==> src/rtl/pipe_stall_ctrl_pkg.sv <==
// Shared constants for the stall/flush sequencer: the FSM state encodings,
// also used by the trace/debug monitor to decode ctrlState.
package pipe_stall_ctrl_pkg;

    typedef enum logic [1:0] {
        RUN   = 2'd0,
        DWAIT = 2'd1,
        IWAIT = 2'd2,
        HALT  = 2'd3
    } ctrlState_e;

    localparam int STATE_W = 2;

endpackage

==> src/rtl/pipe_stall_ctrl_sat_counter.sv <==
// Saturating up-counter with enable and asynchronous active-low clear.
// Holds at all-ones instead of wrapping.
module sat_counter #(
    parameter int W = 16
) (
    input  logic         clk,
    input  logic         clrN,
    input  logic         en,
    output logic [W-1:0] count
);

    // Count enabled cycles, stick at the maximum value, clear on reset
    always_ff @(posedge clk or negedge clrN) begin
        if (!clrN) begin
            count <= '0;
        end else if (en && (count != {W{1'b1}})) begin
            count <= count + 1'b1;
        end
    end

endmodule

==> src/rtl/pipe_stall_ctrl.sv <==
// Central stall/flush sequencer: turns hazard, memory-stall, redirect and
// halt indications into per-stage write enables and bubble controls.
import pipe_stall_ctrl_pkg::*;

module pipe_stall_ctrl #(
    parameter int CNT_W = 16
) (
    input  logic             clk,
    input  logic             rst_n,
    input  logic             loadHazard,
    input  logic             iMemStall,
    input  logic             iMemDone,
    input  logic             dMemStall,
    input  logic             dMemDone,
    input  logic             redirectExMem,
    input  logic             haltMemWb,
    output logic             writePc,
    output logic             writeIfId,
    output logic             writeIdEx,
    output logic             writeExMem,
    output logic             writeMemWb,
    output logic             flushIfId,
    output logic             controlZeroIdEx,
    output logic             halted,
    output logic [1:0]       ctrlState,
    output logic [CNT_W-1:0] stallCycles
);

    ctrlState_e state, stateNext;
    logic       iPend, iPendNext;
    logic       discard, discardNext;
    logic       frozen;
    logic       iStalled;
    logic       countEn;

    // State and sticky flags; reset clears everything without waiting for a clock
    always_ff @(posedge clk or negedge rst_n) begin
        if (!rst_n) begin
            state   <= RUN;
            iPend   <= 1'b0;
            discard <= 1'b0;
        end else begin
            state   <= stateNext;
            iPend   <= iPendNext;
            discard <= discardNext;
        end
    end

    // Next-state logic plus iPend/discard bookkeeping for the outstanding fetch
    always_comb begin
        stateNext   = state;
        iPendNext   = iPend;
        discardNext = discard;
        case (state)
            RUN: begin
                if (haltMemWb) begin
                    stateNext = HALT;
                end else if (dMemStall) begin
                    stateNext = DWAIT;
                    if (iMemStall) iPendNext = 1'b1;
                end else if (iMemStall) begin
                    stateNext = IWAIT;
                end
            end
            DWAIT: begin
                if (dMemDone) stateNext = (iPend && !iMemDone) ? IWAIT : RUN;
            end
            IWAIT: begin
                if (iMemDone) begin
                    stateNext = RUN;
                end else if (dMemStall) begin
                    stateNext = DWAIT;
                    iPendNext = 1'b1;
                end
            end
            HALT: stateNext = HALT;
            default: stateNext = RUN;
        endcase
        if (iMemDone) begin
            iPendNext   = 1'b0;
            discardNext = 1'b0;
        end else if (redirectExMem && (state == IWAIT || iPend)) begin
            discardNext = 1'b1;
        end
    end

    assign frozen   = (state == DWAIT) || (state == RUN && dMemStall);
    assign iStalled = (state == IWAIT) || (state == RUN && iMemStall);

    // Mealy decode of stage enables and bubble controls from state, flags and inputs
    always_comb begin
        writePc         = 1'b1;
        writeIfId       = 1'b1;
        writeIdEx       = 1'b1;
        writeExMem      = 1'b1;
        writeMemWb      = 1'b1;
        flushIfId       = 1'b0;
        controlZeroIdEx = 1'b0;
        halted          = 1'b0;
        if (!rst_n) begin
            writePc    = 1'b0;
            writeIfId  = 1'b0;
            writeIdEx  = 1'b0;
            writeExMem = 1'b0;
            writeMemWb = 1'b0;
        end else if (state == HALT) begin
            writePc    = 1'b0;
            writeIfId  = 1'b0;
            writeIdEx  = 1'b0;
            writeExMem = 1'b0;
            writeMemWb = 1'b0;
            halted     = 1'b1;
        end else if (frozen) begin
            writePc    = 1'b0;
            writeIfId  = 1'b0;
            writeIdEx  = 1'b0;
            writeExMem = 1'b0;
            writeMemWb = 1'b0;
        end else begin
            if (iStalled) begin
                writePc   = 1'b0;
                flushIfId = 1'b1;
                if (loadHazard) begin
                    writeIfId       = 1'b0;
                    controlZeroIdEx = 1'b1;
                end
            end else if (loadHazard) begin
                writePc         = 1'b0;
                writeIfId       = 1'b0;
                controlZeroIdEx = 1'b1;
            end
            if (discard && iMemDone) begin
                flushIfId = 1'b1;
            end
            if (redirectExMem) begin
                writePc         = 1'b1;
                writeIfId       = 1'b1;
                flushIfId       = 1'b1;
                controlZeroIdEx = 1'b1;
            end
        end
    end

    assign ctrlState = state;
    assign countEn   = !writePc && !halted;

    sat_counter #(
        .W(CNT_W)
    ) uStallCnt (
        .clk   (clk),
        .clrN  (rst_n),
        .en    (countEn),
        .count (stallCycles)
    );

endmodule

==> config.mk <==
export PLATFORM = sky130hd
export DESIGN_NAME = pipe_stall_ctrl
export DESIGN_NICKNAME = d
export VERILOG_FILES = /design/src/rtl/pipe_stall_ctrl_pkg.sv /design/src/rtl/pipe_stall_ctrl_sat_counter.sv /design/src/rtl/pipe_stall_ctrl.sv
export SDC_FILE = /design/constraint.sdc
export NUM_CORES = 1
export LEC_CHECK = 0
export BUFFER_PORTS_ARGS = -buffer_cell sky130_fd_sc_hd__buf_2
export CORE_MARGIN = 5
export CORE_UTILIZATION = 45
export DETAILED_ROUTE_END_ITERATION = 7
export PLACE_DENSITY_LB_ADDON = 0.25
export SYNTH_ARGS = -nofsm -noshare
export SYNTH_HDL_FRONTEND = slang
export SYNTH_HIERARCHICAL = 1
export SYNTH_SLANG_ARGS = --single-unit
==> constraint.sdc <==
create_clock -name clk -period 2.1 [get_ports clk]
set_clock_uncertainty 0.2 [all_clocks]
set_input_delay 0.105 -clock clk [delete_from_list [all_inputs] [get_ports clk]]
set_output_delay 0.105 -clock clk [all_outputs]
set_load 0.1 [all_outputs]
==> results of run 1 <==
-- final cells by class --
type                    instances  area share [%]
clock buffers                   4            2.24
well taps                      30            2.31
repair buffers                 49            18.4
multi-input cells              87            41.4
flip-flops and latches         20            34.6
inverters                       5            1.16
-- per-stage QoR --
stage | setup TNS (ns) | total power, mW | utilization [%]
4_1_cts | 0 | 2.43 | 64.9
3_5_place_dp | 0 | 2.17 | 61.0
2_1_floorplan | -3.06 | 1.91 | -
5_1_grt | -0.0852 | 2.53 | 66.1
6_report | 0 | 2.42 | 66.1
3_3_place_gp | 0 | 2.13 | 61.0
-- metal layers --
layer	global-route usage, %	up-vias	routed length (um)
li1	-	505	-
met2	27.2	17	1340
met4	5.38	0	13
met1	21.2	491	1260
met3	2.98	2	114
met5	0	-	0
-- cell families (layout without fill, tap and decap cells) --
logic type | count (synthesis) | in the layout | synth area share [%]
AND/OR/NAND/NOR | 52 | 52 | 28.3
AO/OA/AOI/OAI | 20 | 20 | 11.3
flip-flops | 20 | 20 | 43.9
XOR/XNOR | 11 | 11 | 8.45
buffers and inverters | 8 | 58 | 3.95
multiplexers | 3 | 3 | 2.96
adder cells (fa/ha/maj) | 1 | 1 | 1.10
-- power breakdown --
group / switching [mW] / internal (mW) / leakage, nW / total (mW)
sequential: 0.135 / 0.522 / 0.230 / 0.657
clock: 0.117 / 0.106 / 0.0210 / 0.223
combinational: 1.17 / 0.370 / 0.513 / 1.54
-- critical path, cell delays in order (launching register included) --
cell     delay, ns
dfrtp_4       0.51
and3_4        0.19
o21ba_4       0.22
nand4_1       0.12
or2_4         0.30
nor3_4        0.13
mux2_4        0.31
-- how the worst min path moves through the flow --
stage	start	cells past startpoint	endpoint
finish	dMemStall	4	iPend
floorplan	rst_n	0	discard
detailed placement	rst_n	2	ctrlState[1]
global route	dMemStall	4	iPend
CTS	dMemStall	4	iPend
global placement	rst_n	2	ctrlState[1]
-- what timing repair did --
item                                   CTS  global route
hold buffers                             6             0
buffers inserted                         0             1
setup endpoints to repair                0             7
endpoints found under the hold margin   24             0
resized for setup                        0             3
-- placed cells by master (no fill, tap or decap), drive strengths merged --
master / instances
mux2: 3
o31a: 1
nor3: 6
nand3b: 1
dfrtp: 20
and4: 2
nand2b: 4
buf: 43
or4: 1
a2bb2oi: 2
or2: 1
o21bai: 1
inv: 5
xor2: 5
nor4: 1
dlygate4sd3: 6
a21oi: 7
nor2b: 5
nand4: 7
o21ba: 1
clkbuf: 4
nand3: 2
ha: 1
o2111ai: 1
o21ai: 7
xnor2: 6
and3: 4
nand2: 10
nor2: 8
-- state kept, by name (all words and copies together) (netlist names) --
name / cells
uStallCnt/count: 16
ctrlState: 2
discard: 1
iPend: 1
==> metrics.txt, run 1 <==
drt drc=0; CTS Buf Count=3; outcome=complete, no violations; CP Launch Type=flop; Area Overhead vs Synth=42.3%; post-placement cell area=0.00150 mm2; fmax=479 MHz; unrepaired setup endpoints after global routing=yes; Final Setup Violations=0; Worst Hold Class=input port to flop; CTS tree=yes; later-pin clock latency in the skew report=0.30 ns; Leak Pwr=0.764 nW; via count=1015; Slew Limit Fails=0; RePlAce Congestion=0.841; slew margin rel.=67.4%; fin crit share=99.5%; largest net degree at the start of global routing=12; GRT Residual Overflow=0; port bufs=34; maximum VDD drop=0.00162 V; type of destination of the critical path=flop; DRT antenna net count=0; commonest cells in the netlist=dfrtp_1 (20), nand2_1 (10), nor2_1 (8); Storage cell area=561 um2; die width=60.3 um; share of the synthesized area in the top cell type=43.9%; antenna cell count=0; number of global-route vias before repair=1019; number of synthesized register bits=20; Starting Density=46.4%; clock-pin slew on the worst setup and hold paths=0.11 ns; final std cells w/o fill=195; Rows=18; Reg2Reg Setup Slack=0.01 ns; fillers=205; Worst Tran Pin Value=0.492 ns; first-pass GRT wire length=4.47 mm; Async SR Flop Fraction=100%; Mapped Avg Cell Area=9.91 um2; clk root buf=clkbuf_4; RR Endpoint=uStallCnt/count[15]; placed cell count=184; R2R Path Start=ctrlState[1]; synthesized area=0.00114 mm2; area of the multi-input gates=671 um2; Syn Inst Count=115; Hold WS=0.0363 ns; Global Route Usage Sum=16.2%; detailed placement HPWL=2.08 mm; cells on worst reg2reg path=6; Worst Path Arrival=2.08 ns; CP Class=flop to flop; final hold violations=0; final worst slack=0.0114 ns; Core ar.=0.00245 mm2; top-count cell post-synth=dfrtp_1; final wirelength=2.73 mm; initial drt markers=25; post-synth cell types=35; Die Area=0.00364 mm2; number of max-cap violations=0; num ports=35; fraction of layout cells with a size suffix above 1=50.9%; CP startpoint=ctrlState[1]; maximum clock insertion buffer count=2; pwr dens=1490 mW/mm2; CTS Sinks=20; leading area contributor after synthesis=dfrtp_1; Final Net Count=176; fraction of the yosys area taken by sequential cells=43.9%; drt wl/cell=14.0 um; # H-tree levels=1; Final Cell Area=0.00162 mm2; last element of the critical path=uStallCnt/count[15]; main flop type after synthesis=dfrtp_1; Synth Warn #=6; DIE HEIGHT=60.3 um; EDFF count, synth=0; vias per inst=5.21; top cells by area, synth=dfrtp_1 (44%), xnor2_1 (4.6%), xor2_1 (3.8%); Worst Path Max Fanout=4; post-layout min period=2.09 ns; required time worst endpoint=2.09 ns; Pre-antenna DRT Iters=4; antenna violations before repair=0; Synth Net Count=125; Setup WS pre-CTS=0.0236 ns
Power figures use the tool's default switching activity.
==> run 2, diff against run 1 <==
- clock period: 2.1 -> 1.8 ns (I/O delays scaled with it)
==> run 2 against run 1 <==
Effect of this change: largest power group unchanged; hold slack lost 0.0061 ns; non-clock buffer count grew 11; sequential share of layout area shrank 5.3 points; via count grew 14%; cell area grew 18%; the run now ends with negative setup slack left; global-route usage grew 4.3 points; highest routed layer unchanged; setup slack lost 0.36 ns; sequential power grew 16%; die area is the same; maximum frequency shrank 2.8%; routed wire length grew 33%.
==> metrics.txt, run 2 (same netlist as run 1, synthesis figures left out) <==
CTS Sinks=20 (unchanged); Rows=18 (unchanged); DRT antenna net count=0 (unchanged); GRT Residual Overflow=0 (unchanged); violations in the final reports=negative setup slack; Top reg by flops=uStallCnt/count; final wirelength=3.63 mm (+33%); antenna violations before repair=0 (unchanged); Hold WS=0.0302 ns (-0.00614 ns); Worst Path Arrival=2.14 ns (+0.06 ns); CTS tree=yes; Final Net Count=187 (+6.3%); detailed placement HPWL=2.33 mm (+12%); Final Setup Violations=23 (+23); slew margin rel.=67.4% (about the same); RePlAce Congestion=0.814 (-3.2%); vias per inst=5.62 (+7.9%); Pre-antenna DRT Iters=4 (unchanged); fin crit share=119% (+20 points); fmax=465 MHz (-2.8%); pwr dens=1700 mW/mm2 (+14%); CTS Buf Count=3 (unchanged); required time worst endpoint=1.79 ns (-0.30 ns); # H-tree levels=1 (unchanged); maximum clock insertion buffer count=2 (unchanged); Worst Tran Pin Value=0.492 ns (-0.000206 ns); initial drt markers=48 (+92%); number of max-cap violations=0 (unchanged); final worst slack=-0.349 ns (-0.360 ns); clock-pin slew on the worst setup and hold paths=0.12 ns (about the same); fraction of layout cells with a size suffix above 1=59.7% (+8.8 points); drt wl/cell=17.6 um (+26%); DIE HEIGHT=60.3 um (unchanged); post-layout min period=2.15 ns (+0.0605 ns); num ports=35 (unchanged); final hold violations=0 (unchanged); Slew Limit Fails=0 (unchanged); cells on worst reg2reg path=7 (+1); clk root buf=clkbuf_4; maximum VDD drop=0.00204 V (+26%); Leak Pwr=0.851 nW (+11%); flip-flop count of the largest register after layout=16 (unchanged); drt drc=0 (unchanged); R2R Path Start=ctrlState[1]; Core ar.=0.00245 mm2 (unchanged); Setup TNS=-3.51 ns (-3.51 ns); Reg2Reg Setup Slack=-0.35 ns (-0.36 ns); number of global-route vias before repair=1193 (+17%); last element of the critical path=uStallCnt/count[15]; via count=1157 (+14%); Worst Hold Class=input port to flop; later-pin clock latency in the skew report=0.30 ns (about the same); most common cell after layout, fill and taps aside=buf_2; Starting Density=46.4% (unchanged); Area Overhead vs Synth=67.8%; outcome=finished with violations; most frequent cells in the layout=buf_2 (27), buf_4 (19), dfrtp_4 (15), nand2_1 (9), buf_12 (7); Global Route Usage Sum=20.5% (+4.3 points); CP startpoint=ctrlState[1]; first-pass GRT wire length=5.49 mm (+23%); CP Launch Type=flop; die width=60.3 um (unchanged); RR Endpoint=uStallCnt/count[15]; CP Class=flop to flop; port bufs=34 (unchanged); Die Area=0.00364 mm2 (unchanged); type of destination of the critical path=flop; worst hold start=dMemStall; antenna cell count=0 (unchanged); Worst Path Max Fanout=4 (unchanged); largest net degree at the start of global routing=13 (+1); unrepaired setup endpoints after global routing=yes
[run 2: cell types whose count changed in the layout (fill, tap and decap cells not counted), sizes merged]
| cell | before | now |
|---|---|---|
| buf | 43 | 55 |
| dlygate4sd3 | 6 | 5 |
| bufinv | 0 | 1 |
| inv | 5 | 4 |
| clkinvlp | 0 | 1 |
| clkbuf | 4 | 3 |
[run 2: layer usage]
metal / wire length [um] / vias to the layer above / track usage (%)
li1: - / 525 / -
met4: 96 / 0 / 8.54
met2: 1920 / 41 / 37.2
met1: 1420 / 581 / 23.9
met5: 0 / - / 0
met3: 193 / 10 / 3.19
[run 2: area by class of cell]
class	count	area [um2]
fillers	162	542
flip-flops and latches	20	561
well taps	30	37.5
repair buffers	60	490
clock buffers	3	22.5
multi-input cells	87	749
inverters	5	22.5
clock inverters	1	30.0
[run 2: worst max-delay path, cell delays in order (launching register included)]
cell and delay [ns]:
dfrtp_4 0.50, nand2b_4 0.14, nand3b_1 0.11, o21ba_4 0.15
nand4_1 0.15, or2_4 0.31, nor3_4 0.16, mux2_4 0.31
[run 2: how the worst min path moves through the flow]
| stage | endpoint | slack [ns] | depth (start not counted) |
|---|---|---|---|
| after floorplan | discard | -0.41 | 0 |
| after global placement | discard | -0.13 | 2 |
| after detailed placement | iPend | -0.13 | 2 |
| after CTS | ctrlState[1] | 0.01 | 3 |
| after global routing | ctrlState[0] | 0.05 | 3 |
| final | iPend | 0.03 | 4 |
[run 2: where the power goes]
group          leakage [nW]  internal [mW]  total (mW)  switching [mW]
Clock                0.0279          0.225       0.362           0.137
Sequential            0.230          0.609       0.759           0.150
Combinational         0.594          0.629        2.13            1.50
[run 2: what timing repair did]
action / CTS / global route
gates resized for setup: 21 / 3
hold endpoints to repair: 24 / 0
setup buffers: 7 / 1
pin swaps: 16 / 6
hold buffers: 5 / 0
endpoints found under the setup margin: 19 / 23
[run 2: stage by stage]
stage,utilization [%],instances,instance area [um2],setup WS [ns],power (mW)
after floorplan,-,115,1270,-0.727,2.24
after global placement,68.1,192,1670,-0.227,2.69
after detailed placement,68.1,192,1670,-0.309,2.74
after CTS,78.2,207,1920,-0.267,3.25
after global routing,77.9,206,1910,-0.421,3.38
final,77.9,206,1910,-0.349,3.25
==> run 3, diff against run 2 <==
--- a/config.mk
+++ b/config.mk
@@ -7,8 +7,11 @@
 export LEC_CHECK = 0
 export BUFFER_PORTS_ARGS = -buffer_cell sky130_fd_sc_hd__buf_2
+export CELL_PAD_IN_SITES_DETAIL_PLACEMENT = 1
+export CELL_PAD_IN_SITES_GLOBAL_PLACEMENT = 1
 export CORE_MARGIN = 5
-export CORE_UTILIZATION = 45
+export CORE_UTILIZATION = 34
 export DETAILED_ROUTE_END_ITERATION = 7
 export PLACE_DENSITY_LB_ADDON = 0.25
+export SLEW_MARGIN = 20
 export SYNTH_ARGS = -nofsm -noshare
 export SYNTH_HDL_FRONTEND = slang
==> constraint.sdc (replaced) <==
create_clock -name clk -period 1.8 [get_ports clk]
set_clock_uncertainty 0.2 [all_clocks]
set_input_delay 0.18 -clock clk [delete_from_list [all_inputs] [get_ports clk]]
set_output_delay 0.18 -clock clk [all_outputs]
set_load 0.1 [all_outputs]
==> run 3 against run 2 <==
Effect of this change: the flow still finishes with violations (negative setup slack); first-iteration DRC count rose by 79%; setup slack improved by 0.042 ns; register-to-register slack gained 0.04 ns; non-clock buffer count increased by 1; sequential cell count unchanged; hold slack better by 0.033 ns; critical path depth grew 1; die area is 27% higher.
==> metrics.txt, run 3 (same netlist as run 1, synthesis figures left out) <==
# H-tree levels=1 (unchanged); outcome=finished with violations; num ports=35 (unchanged); Pre-antenna DRT Iters=4 (unchanged); violations in the final reports=negative setup slack; CP Class=flop to flop; CP peak stage delay=0.52 ns (+0.02 ns); drt drc=0 (unchanged); fmax=475 MHz (+2.0%); Slew Limit Fails=0 (unchanged); first-pass GRT wire length=6.38 mm (+16%); port bufs=34 (unchanged); Worst Tran Pin Value=0.508 ns (+0.0158 ns); type of destination of the critical path=flop; most frequent cells in the layout=buf_2 (25), buf_4 (18), dfrtp_4 (15), nand2_1 (9), buf_12 (8); maximum clock insertion buffer count=2 (unchanged); Hold WS=0.0631 ns (+0.0329 ns); number of max-cap violations=0 (unchanged); Setup WS pre-CTS=-0.300 ns (+0.00843 ns); Starting Density=34.7% (-12 points); via count=1159 (+0.17%); initial drt markers=86 (+79%); Worst Path Arrival=2.14 ns (about the same); Global Route Usage Sum=19.3% (-1.2 points); CTS tree=yes; Final Setup Violations=21 (-8.7%); unrepaired setup endpoints after global routing=yes; final worst slack=-0.307 ns (+0.0422 ns); CTS Buf Count=3 (unchanged); fillers=357 (+120%); CTS Sinks=20 (unchanged); Rows=21 (+3); CP Launch Type=flop; final hold violations=0 (unchanged); slew margin rel.=66.4% (-1.0 points); most common cell after layout, fill and taps aside=buf_2; antenna cell count=0 (unchanged); GRT Residual Overflow=0 (unchanged); final wirelength=4.16 mm (+15%); antenna violations before repair=0 (unchanged); Worst path slowest cell=dfrtp_4; clock-pin slew on the worst setup and hold paths=0.13 ns (about the same); Area Overhead vs Synth=73.3%; detailed placement HPWL=2.73 mm (+18%); pwr dens=1710 mW/mm2 (+0.43%); Top reg by flops=uStallCnt/count; Final Cell Area=0.00198 mm2 (+3.3%); Worst Path Max Fanout=4 (unchanged); RePlAce Congestion=0.822 (+0.95%); fraction of layout cells with a size suffix above 1=61.6% (+1.9 points); largest net degree at the start of global routing=21 (+8); number of global-route vias before repair=1244 (+4.3%); post-layout min period=2.11 ns (-0.0422 ns); Final Net Count=188 (+0.53%); Worst Hold Class=input port to flop; fin crit share=117% (-2.3 points); Setup TNS=-3.93 ns (-0.423 ns); Die Area=0.00461 mm2 (+27%); vias per inst=5.20 (-7.5%); maximum VDD drop=0.000991 V (-51%); die width=67.9 um (+13%); crit path cell chain=nand2b_4, nand3b_1, o21ba_4, nand4_1, buf_4, nor2_4, and3_4, mux2_4; required time worst endpoint=1.83 ns (+0.04 ns); DRT antenna net count=0 (unchanged); Leak Pwr=0.869 nW (+2.1%); post-placement cell area=0.00172 mm2 (+3.0%); Core ar.=0.00328 mm2 (+34%); drt wl/cell=18.7 um (+5.9%); flip-flop count of the largest register after layout=16 (unchanged); later-pin clock latency in the skew report=0.33 ns (+0.03 ns); clk root buf=clkbuf_4; DIE HEIGHT=67.9 um (+13%)
[run 3: metal layers]
layer  vias up  global-route usage [%]  wire length, um
met5         -                       0                0
met4         0                    11.4              191
met3        16                    3.45              188
met2        36                    36.2             2230
met1       579                    19.6             1550
li1        528                       -                -
[run 3: power by group]
part           total (mW)  leakage [nW]  internal, mW  switching (mW)
Combinational        2.21         0.612         0.685            1.53
Sequential          0.772         0.230         0.609           0.163
Clock               0.384        0.0279         0.226           0.158
Total                3.37         0.869          1.52            1.85
[run 3: timing repair]
item,CTS,global route
hold endpoints to repair,23,0
pin swaps,10,6
resized for setup,17,11
hold buffers,3,0
buffers inserted,6,1
setup endpoints to repair,19,25
[run 3: worst paths after layout]
check / startpoint / end / slack (ns) / cells past startpoint
worst max-delay path: ctrlState[1] / uStallCnt/count[13] / -0.31 / 8
worst min-delay path: haltMemWb / ctrlState[1] / 0.06 / 3
worst max register to register: ctrlState[1] / uStallCnt/count[13] / -0.31 / 8
worst min register to register: uStallCnt/count[4] / uStallCnt/count[4] / 0.35 / 1
max in group asynchronous: rst_n / uStallCnt/count[5] / 0.92 / 3
min in group asynchronous: rst_n / uStallCnt/count[10] / 0.23 / 3
[run 3: metrics by stage]
step | std cells | util [%] | power [mW]
floorplan | 115 | - | 2.24
global placement | 210 | 52.5 | 2.74
detailed placement | 210 | 52.5 | 2.80
CTS | 222 | 58.7 | 3.30
global route | 223 | 60.2 | 3.51
finish | 223 | 60.2 | 3.37
[run 3: final cells by class]
class	instances	area, um2	share of cell area (%)
clock inverters	1	30.0	1.52
flip-flops and latches	20	561	28.4
well taps	46	57.6	2.91
clock buffers	3	22.5	1.14
multi-input cells	87	757	38.3
repair buffers	61	529	26.8
inverters	5	18.8	0.950
[run 3: worst max-delay path: cells and delay by family (launching register included)]
kind	cells	cell delay [ns]
mux	1	0.29
buf+inv	1	0.17
flops	1	0.52
simple gates	5	0.68
compound gates	1	0.15
